$ cat config.mk
export PLATFORM = sky130hd
export DESIGN_NAME = conbus_slave_dec
export DESIGN_NICKNAME = d
export VERILOG_FILES = /design/src/rtl/conbus_pkg.sv /design/src/rtl/conbus_wdog.sv /design/src/rtl/conbus_slave_dec.sv
export SDC_FILE = /design/constraint.sdc
export NUM_CORES = 1
export LEC_CHECK = 0
export BUFFER_PORTS_ARGS = -buffer_cell sky130_fd_sc_hd__buf_2
export CELL_PAD_IN_SITES_DETAIL_PLACEMENT = 1
export CELL_PAD_IN_SITES_GLOBAL_PLACEMENT = 1
export CORE_AREA = 8 8 158 160
export DETAILED_ROUTE_END_ITERATION = 8
export DIE_AREA = 0 0 166 168
export GPL_TIMING_DRIVEN = 1
export PLACE_DENSITY_LB_ADDON = 0.1
export SYNTH_ARGS = -nofsm -noshare
export SYNTH_HDL_FRONTEND = slang
export SYNTH_SLANG_ARGS = --single-unit
$ cat constraint.sdc
create_clock -name sys_clk -period 2.1 [get_ports sys_clk]
set_clock_uncertainty 0.1 [all_clocks]
set_input_delay 0.42 -clock sys_clk [delete_from_list [all_inputs] [get_ports sys_clk]]
set_output_delay 0.42 -clock sys_clk [all_outputs]
set_load 0.01 [all_outputs]
$ cat src/rtl/conbus_pkg.sv
// conbus_pkg: shared definitions for the conbus slave-side decoder.
//   - FSM state encoding (S_IDLE, S_BUSY, S_ERR)
//   - slave count, unmapped slave index, width of the address decode field
package conbus_pkg;

  localparam int N_SLAVES = 7;
  localparam int DEC_W    = 3;

  // Index 7 of the top address field has no slave behind it.
  localparam logic [DEC_W-1:0] UNMAPPED_IDX = 3'd7;

  localparam logic [1:0] ST_IDLE_ENC = 2'd0;
  localparam logic [1:0] ST_BUSY_ENC = 2'd1;
  localparam logic [1:0] ST_ERR_ENC  = 2'd2;

  typedef enum logic [1:0] {
    S_IDLE = ST_IDLE_ENC,
    S_BUSY = ST_BUSY_ENC,
    S_ERR  = ST_ERR_ENC
  } state_t;

endpackage

$ cat src/rtl/conbus_wdog.sv
// conbus_wdog: watchdog cycle counter for a slave access.
// Ports:
//   clk, rst_n : clock, asynchronous active-low reset
//   clr        : synchronous clear to 0 (has priority over en)
//   en         : increment by one per cycle
//   expired    : counter currently equals TIMEOUT-1
module conbus_wdog #(
  parameter int TIMEOUT = 255
) (
  input  logic clk,
  input  logic rst_n,
  input  logic clr,
  input  logic en,
  output logic expired
);

  localparam logic [7:0] LAST = 8'(TIMEOUT - 1);

  logic [7:0] cnt;

  always_ff @(posedge clk or negedge rst_n) begin
    if (!rst_n) begin
      cnt <= 8'd0;
    end else if (clr) begin
      cnt <= 8'd0;
    end else if (en) begin
      cnt <= cnt + 8'd1;
    end
  end

  assign expired = (cnt == LAST);

endmodule

$ cat src/rtl/conbus_slave_dec.sv
// conbus_slave_dec: slave-side responder/decoder for the conbus interconnect.
// Decodes the granted master's address (top 3 bits) to one of seven slaves,
// drives that slave's cyc/stb, and returns its read data and acknowledge.
// Unmapped accesses and accesses to a silent slave end with a one-cycle error.
//
// Handshake: a master request is m_cyc_i & m_stb_i sampled in IDLE. It is
// terminated by exactly one cycle of m_ack_o (selected slave acked) or
// m_err_o (unmapped or watchdog expiry). Dropping m_cyc_i while BUSY aborts
// the access with no termination; any later slave ack is ignored.
//
// Ports:
//   sys_clk, sys_rst_n        : clock, asynchronous active-low reset
//   m_adr_i/m_dat_i/m_sel_i   : master address, write data, byte selects
//   m_we_i/m_cyc_i/m_stb_i    : master control
//   m_dat_o, m_ack_o, m_err_o : read data and termination to the master
//   s_adr_o/s_dat_o/s_sel_o/s_we_o : shared pass-through to all slaves
//   s_cyc_o, s_stb_o          : one-hot per-slave cycle/strobe
//   s_dat_i, s_ack_i          : flattened slave read data, per-slave ack
//   dbg_state                 : current FSM state encoding
module conbus_slave_dec
  import conbus_pkg::*;
#(
  parameter int ADDR_W  = 32,
  parameter int DATA_W  = 32,
  parameter int TIMEOUT = 255
) (
  input  logic                       sys_clk,
  input  logic                       sys_rst_n,
  input  logic [ADDR_W-1:0]          m_adr_i,
  input  logic [DATA_W-1:0]          m_dat_i,
  input  logic [DATA_W/8-1:0]        m_sel_i,
  input  logic                       m_we_i,
  input  logic                       m_cyc_i,
  input  logic                       m_stb_i,
  output logic [DATA_W-1:0]          m_dat_o,
  output logic                       m_ack_o,
  output logic                       m_err_o,
  output logic [ADDR_W-1:0]          s_adr_o,
  output logic [DATA_W-1:0]          s_dat_o,
  output logic [DATA_W/8-1:0]        s_sel_o,
  output logic                       s_we_o,
  output logic [N_SLAVES-1:0]        s_cyc_o,
  output logic [N_SLAVES-1:0]        s_stb_o,
  input  logic [N_SLAVES*DATA_W-1:0] s_dat_i,
  input  logic [N_SLAVES-1:0]        s_ack_i,
  output logic [1:0]                 dbg_state
);

  state_t           state;
  logic [DEC_W-1:0] idx;
  logic [DEC_W-1:0] dec_idx;
  logic             busy;
  logic             sel_ack;
  logic [DATA_W-1:0] sel_dat;
  logic             expired;

  assign dec_idx   = m_adr_i[ADDR_W-1 -: DEC_W];
  assign busy      = (state == S_BUSY);
  assign dbg_state = state;

  // Shared pass-through: slaves qualify these with their own cyc/stb.
  assign s_adr_o = m_adr_i;
  assign s_dat_o = m_dat_i;
  assign s_sel_o = m_sel_i;
  assign s_we_o  = m_we_i;

  // Select the addressed slave's ack and data; others are ignored.
  always_comb begin
    sel_ack = 1'b0;
    sel_dat = '0;
    for (int k = 0; k < N_SLAVES; k++) begin
      if (idx == DEC_W'(k)) begin
        sel_ack = s_ack_i[k];
        sel_dat = s_dat_i[k*DATA_W +: DATA_W];
      end
    end
  end

  always_comb begin
    s_cyc_o = '0;
    s_stb_o = '0;
    for (int k = 0; k < N_SLAVES; k++) begin
      if (busy && idx == DEC_W'(k)) begin
        s_cyc_o[k] = 1'b1;
        s_stb_o[k] = 1'b1;
      end
    end
  end

  // An aborting master (cyc low) never sees an ack, even if the slave
  // happens to respond in the same cycle.
  assign m_ack_o = busy & m_cyc_i & sel_ack;
  assign m_dat_o = busy ? sel_dat : '0;
  assign m_err_o = (state == S_ERR);

  // Counter runs only while BUSY and is held at 0 otherwise, so every
  // access starts its timeout window from 0.
  conbus_wdog #(
    .TIMEOUT (TIMEOUT)
  ) u_wdog (
    .clk     (sys_clk),
    .rst_n   (sys_rst_n),
    .clr     (!busy),
    .en      (busy),
    .expired (expired)
  );

  always_ff @(posedge sys_clk or negedge sys_rst_n) begin
    if (!sys_rst_n) begin
      state <= S_IDLE;
      idx   <= '0;
    end else begin
      case (state)
        S_IDLE: begin
          if (m_cyc_i && m_stb_i) begin
            idx   <= dec_idx;
            state <= (dec_idx == UNMAPPED_IDX) ? S_ERR : S_BUSY;
          end
        end
        S_BUSY: begin
          // Abort and ack both return to IDLE; ack beats a same-cycle expiry.
          if (!m_cyc_i || sel_ack) begin
            state <= S_IDLE;
          end else if (expired) begin
            state <= S_ERR;
          end
        end
        S_ERR:   state <= S_IDLE;
        default: state <= S_IDLE;
      endcase
    end
  end

endmodule

==> flow_summary_export.csv <==
group,metric,value,unit
routing,wire_per_inst,22.0,um
clock_tree,numCtsBuffers,3,
placed_design,post_dp_cell_area,0.00530,sq mm
logic_synthesis,syn_area_per_cell,7.44,sq um
logic_synthesis,synth_area_leader_cell,"buf_4",
worst_hold_path,worstHoldStart,"m_cyc_i",
floorplanning,die_y,168,um
clock_tree,clk_path_buf_depth,2,
worst_setup_path,critPathSlowestCell,"dfrtp_4",
worst_setup_path,required,1.58,ns
floorplanning,start_util,17.9,%
layout,fin_area,0.00573,sq mm
worst_setup_path,critPathLaunchType,"flip-flop",
worst_setup_path,reg2reg_from,"idx[0]",
logic_synthesis,synth-edff-count,0,
routing,routed_wl,22.3,mm
sta,setup_ws,-0.307,ns
pwr,vdd_drop_max,0.252,mV
sta,report.final.setup_viol,39,
global_routing,track_usage,13.8,%
floorplanning,rows,55,
logic_synthesis,synth_area,0.00400,sq mm
sta,rsz0062_at_grt,"yes",
global_routing,overflow,0,
layout,final_common_cell,"buf_2",
floorplanning,coreArea,0.0224,sq mm
routing,num_vias,5060,
sta,fin_tns_setup,-8.35,ns
worst_setup_path,path_class,"flip-flop to primary output",
layout,drive_above_1_share,48.2,%
worst_setup_path,cp.arrival,1.89,ns
layout,fin_nets,1035,
sta,slew_headroom,73.1,%
placed_design,hpwl,16.8,mm
floorplanning,die_w,166,um
run,cap_violations,0,
layout,syn_to_final_growth,43.4,%
clock_tree,cts-htree-levels,1,
placed_design,place_congestion,0.770,
logic_synthesis,synthArstFlopShare,100,%
routing,drc,0,
worst_setup_path,crit_buf_inv,3,
clock_tree,cts_tree,"done",
routing,first_iter_violations,309,
run_status,status,"finished with violations",
worst_hold_path,hp-class,"primary input to flip-flop",
global_routing,grt_max_degree,85,
sta,period_minus_slack,2.41,ns
sta,hold_viol,0,
worst_setup_path,endpoint_kind,"primary output",
clock_tree,worstSkewPairLatency,0.24,ns
placed_design,port_buffers,290,
sta,tightestPinTransition,0.393,ns
global_routing,antenna_found_initial,4,
sta,slew_violations,0,
worst_setup_path,cp_cell_sequence,"buf_4, clkbuf_16, a211o_1, a31o_1, o311a_1, buf_2",
floorplanning,die_area,0.0279,sq mm
clock_tree,clk_pin_slew,0.05,ns
logic_synthesis,yosysSeqAreaShare,8.13,%
floorplanning,io_pins,423,
worst_setup_path,crit_fanout,14,
logic_synthesis,synth_cell_types,36,
sta,final.period_utilization,115,%
logic_synthesis,syn_inst,538,
layout,seqCellArea,337,sq um
clock_tree,cts.sinks,13,
worst_setup_path,crit_path_max_incr_delay,0.54,ns
worst_setup_path,worstSetupStartpoint,"idx[0]",
clock_tree,ctsRootBufferMaster,"clkbuf_16",
layout,layout_common_cells,"289 x buf_2, 64 x nand4b_1",
routing,viasPerCell,4.98,
global_routing,grt_pass1_vias,5253,
sta,fmax,415,MHz
logic_synthesis,syn-num-nets,844,
routing,first_pass_iters,4,
worst_setup_path,crit_family,"compound AO/OA/AOI/OAI gates",
logic_synthesis,synthFlopType,"dfrtp_1",
routing,ant_nets,0,
layout,multi_input_area,0.00272,sq mm
sta,holdWs,0.367,ns
pwr,p_leak,2.79,nW
logic_synthesis,ys_seq_elements,13,
global_routing,grt_pass1_wl,31.3,mm
logic_synthesis,synth_area_leaders,"buf_4 16%, nand4b_1 14%, dfrtp_1 8.1%",
logic_synthesis,synth_top_area_share,15.6,%
run_status,violations,"negative setup slack",
logic_synthesis,synth_warnings,0,
layout,num-fill-cells,2744,
pwr,powerDensity,634,mW/mm^2
## layout make-up
class	instances	area share [%]
antenna	3	0.131
clock buffer	4	1.37
inverter	34	2.23
multi-input combinational	347	47.5
sequential	13	5.87
tap	285	6.22
timing repair buffer	330	36.7
## synth_stat cells, types with 2 or more instances
master    number
nor3_1         2
nand3_1        4
ha_1           2
nor2b_1       32
buf_2         19
nor2_1        11
dfrtp_1       13
nand4b_1      64
a31o_1        32
inv_1         33
nand2b_1       3
a211o_1       33
buf_4         83
o21ai_0       33
and3_1         4
nand2_1        4
o311a_1       32
and4_1         3
clkbuf_1      37
nand4_1       33
nand3b_1      33
xor2_1         5
and2b_1        5
mux2_2         3
buf_6          3
buf_1          2
## layer usage
metal	up-vias	track usage, %	wire [um]
li1	2351	-	-
met4	2	3.12	320
met2	193	24.9	11300
met5	-	0	8
met3	44	3.44	1330
met1	2470	16.2	9370
## timing repair
action | in CTS | in global routing
pin swaps | 1 | 16
hold buffers | 1 | 0
endpoints found under the setup margin | 37 | 45
hold endpoints to repair | 13 | 0
resized for setup | 4 | 31
buffers inserted | 0 | 3
cloned | 0 | 8
## flip-flops by register name, summed over array words and instances, names as in the netlist
signal,cells
u_wdog.cnt,8
idx,3
dbg_state,2
## report_power, final
| part | switching [mW] | internal (mW) |
|---|---|---|
| sequential | 0.0522 | 0.280 |
| clock | 0.105 | 0.256 |
| combinational | 1.50 | 1.44 |
## final timing paths
path	to	slack, ns	depth (start not counted)
min in group asynchronous	u_wdog.cnt[5]	0.53	2
worst max-delay path	m_dat_o[11]	-0.31	6
worst max register to register	dbg_state[1]	0.18	6
worst min register to register	u_wdog.cnt[7]	0.44	2
max in group asynchronous	idx[1]	1.08	2
worst min-delay path	dbg_state[1]	0.37	2
## cell families after synthesis
logic type	after synthesis	share of synthesized area, %
flops	13	8.13
fa+ha+maj	2	0.625
xor+xnor	6	1.31
compound gates	135	27.5
simple gates	200	35.7
buf+inv	178	25.6
mux	4	1.09
## per-stage QoR
step           utilization [%]  cells  setup slack [ns]  power, mW
2_1_floorplan                -    538            0.0467       2.13
3_3_place_gp              23.7    997           -0.0319       2.92
3_5_place_dp              23.7    997           -0.0549       2.97
4_1_cts                   24.2   1002            -0.290       3.36
5_1_grt                   25.6   1016            -0.372       3.95
6_report                  25.6   1016            -0.307       3.64
Power figures use the tool's default switching activity.
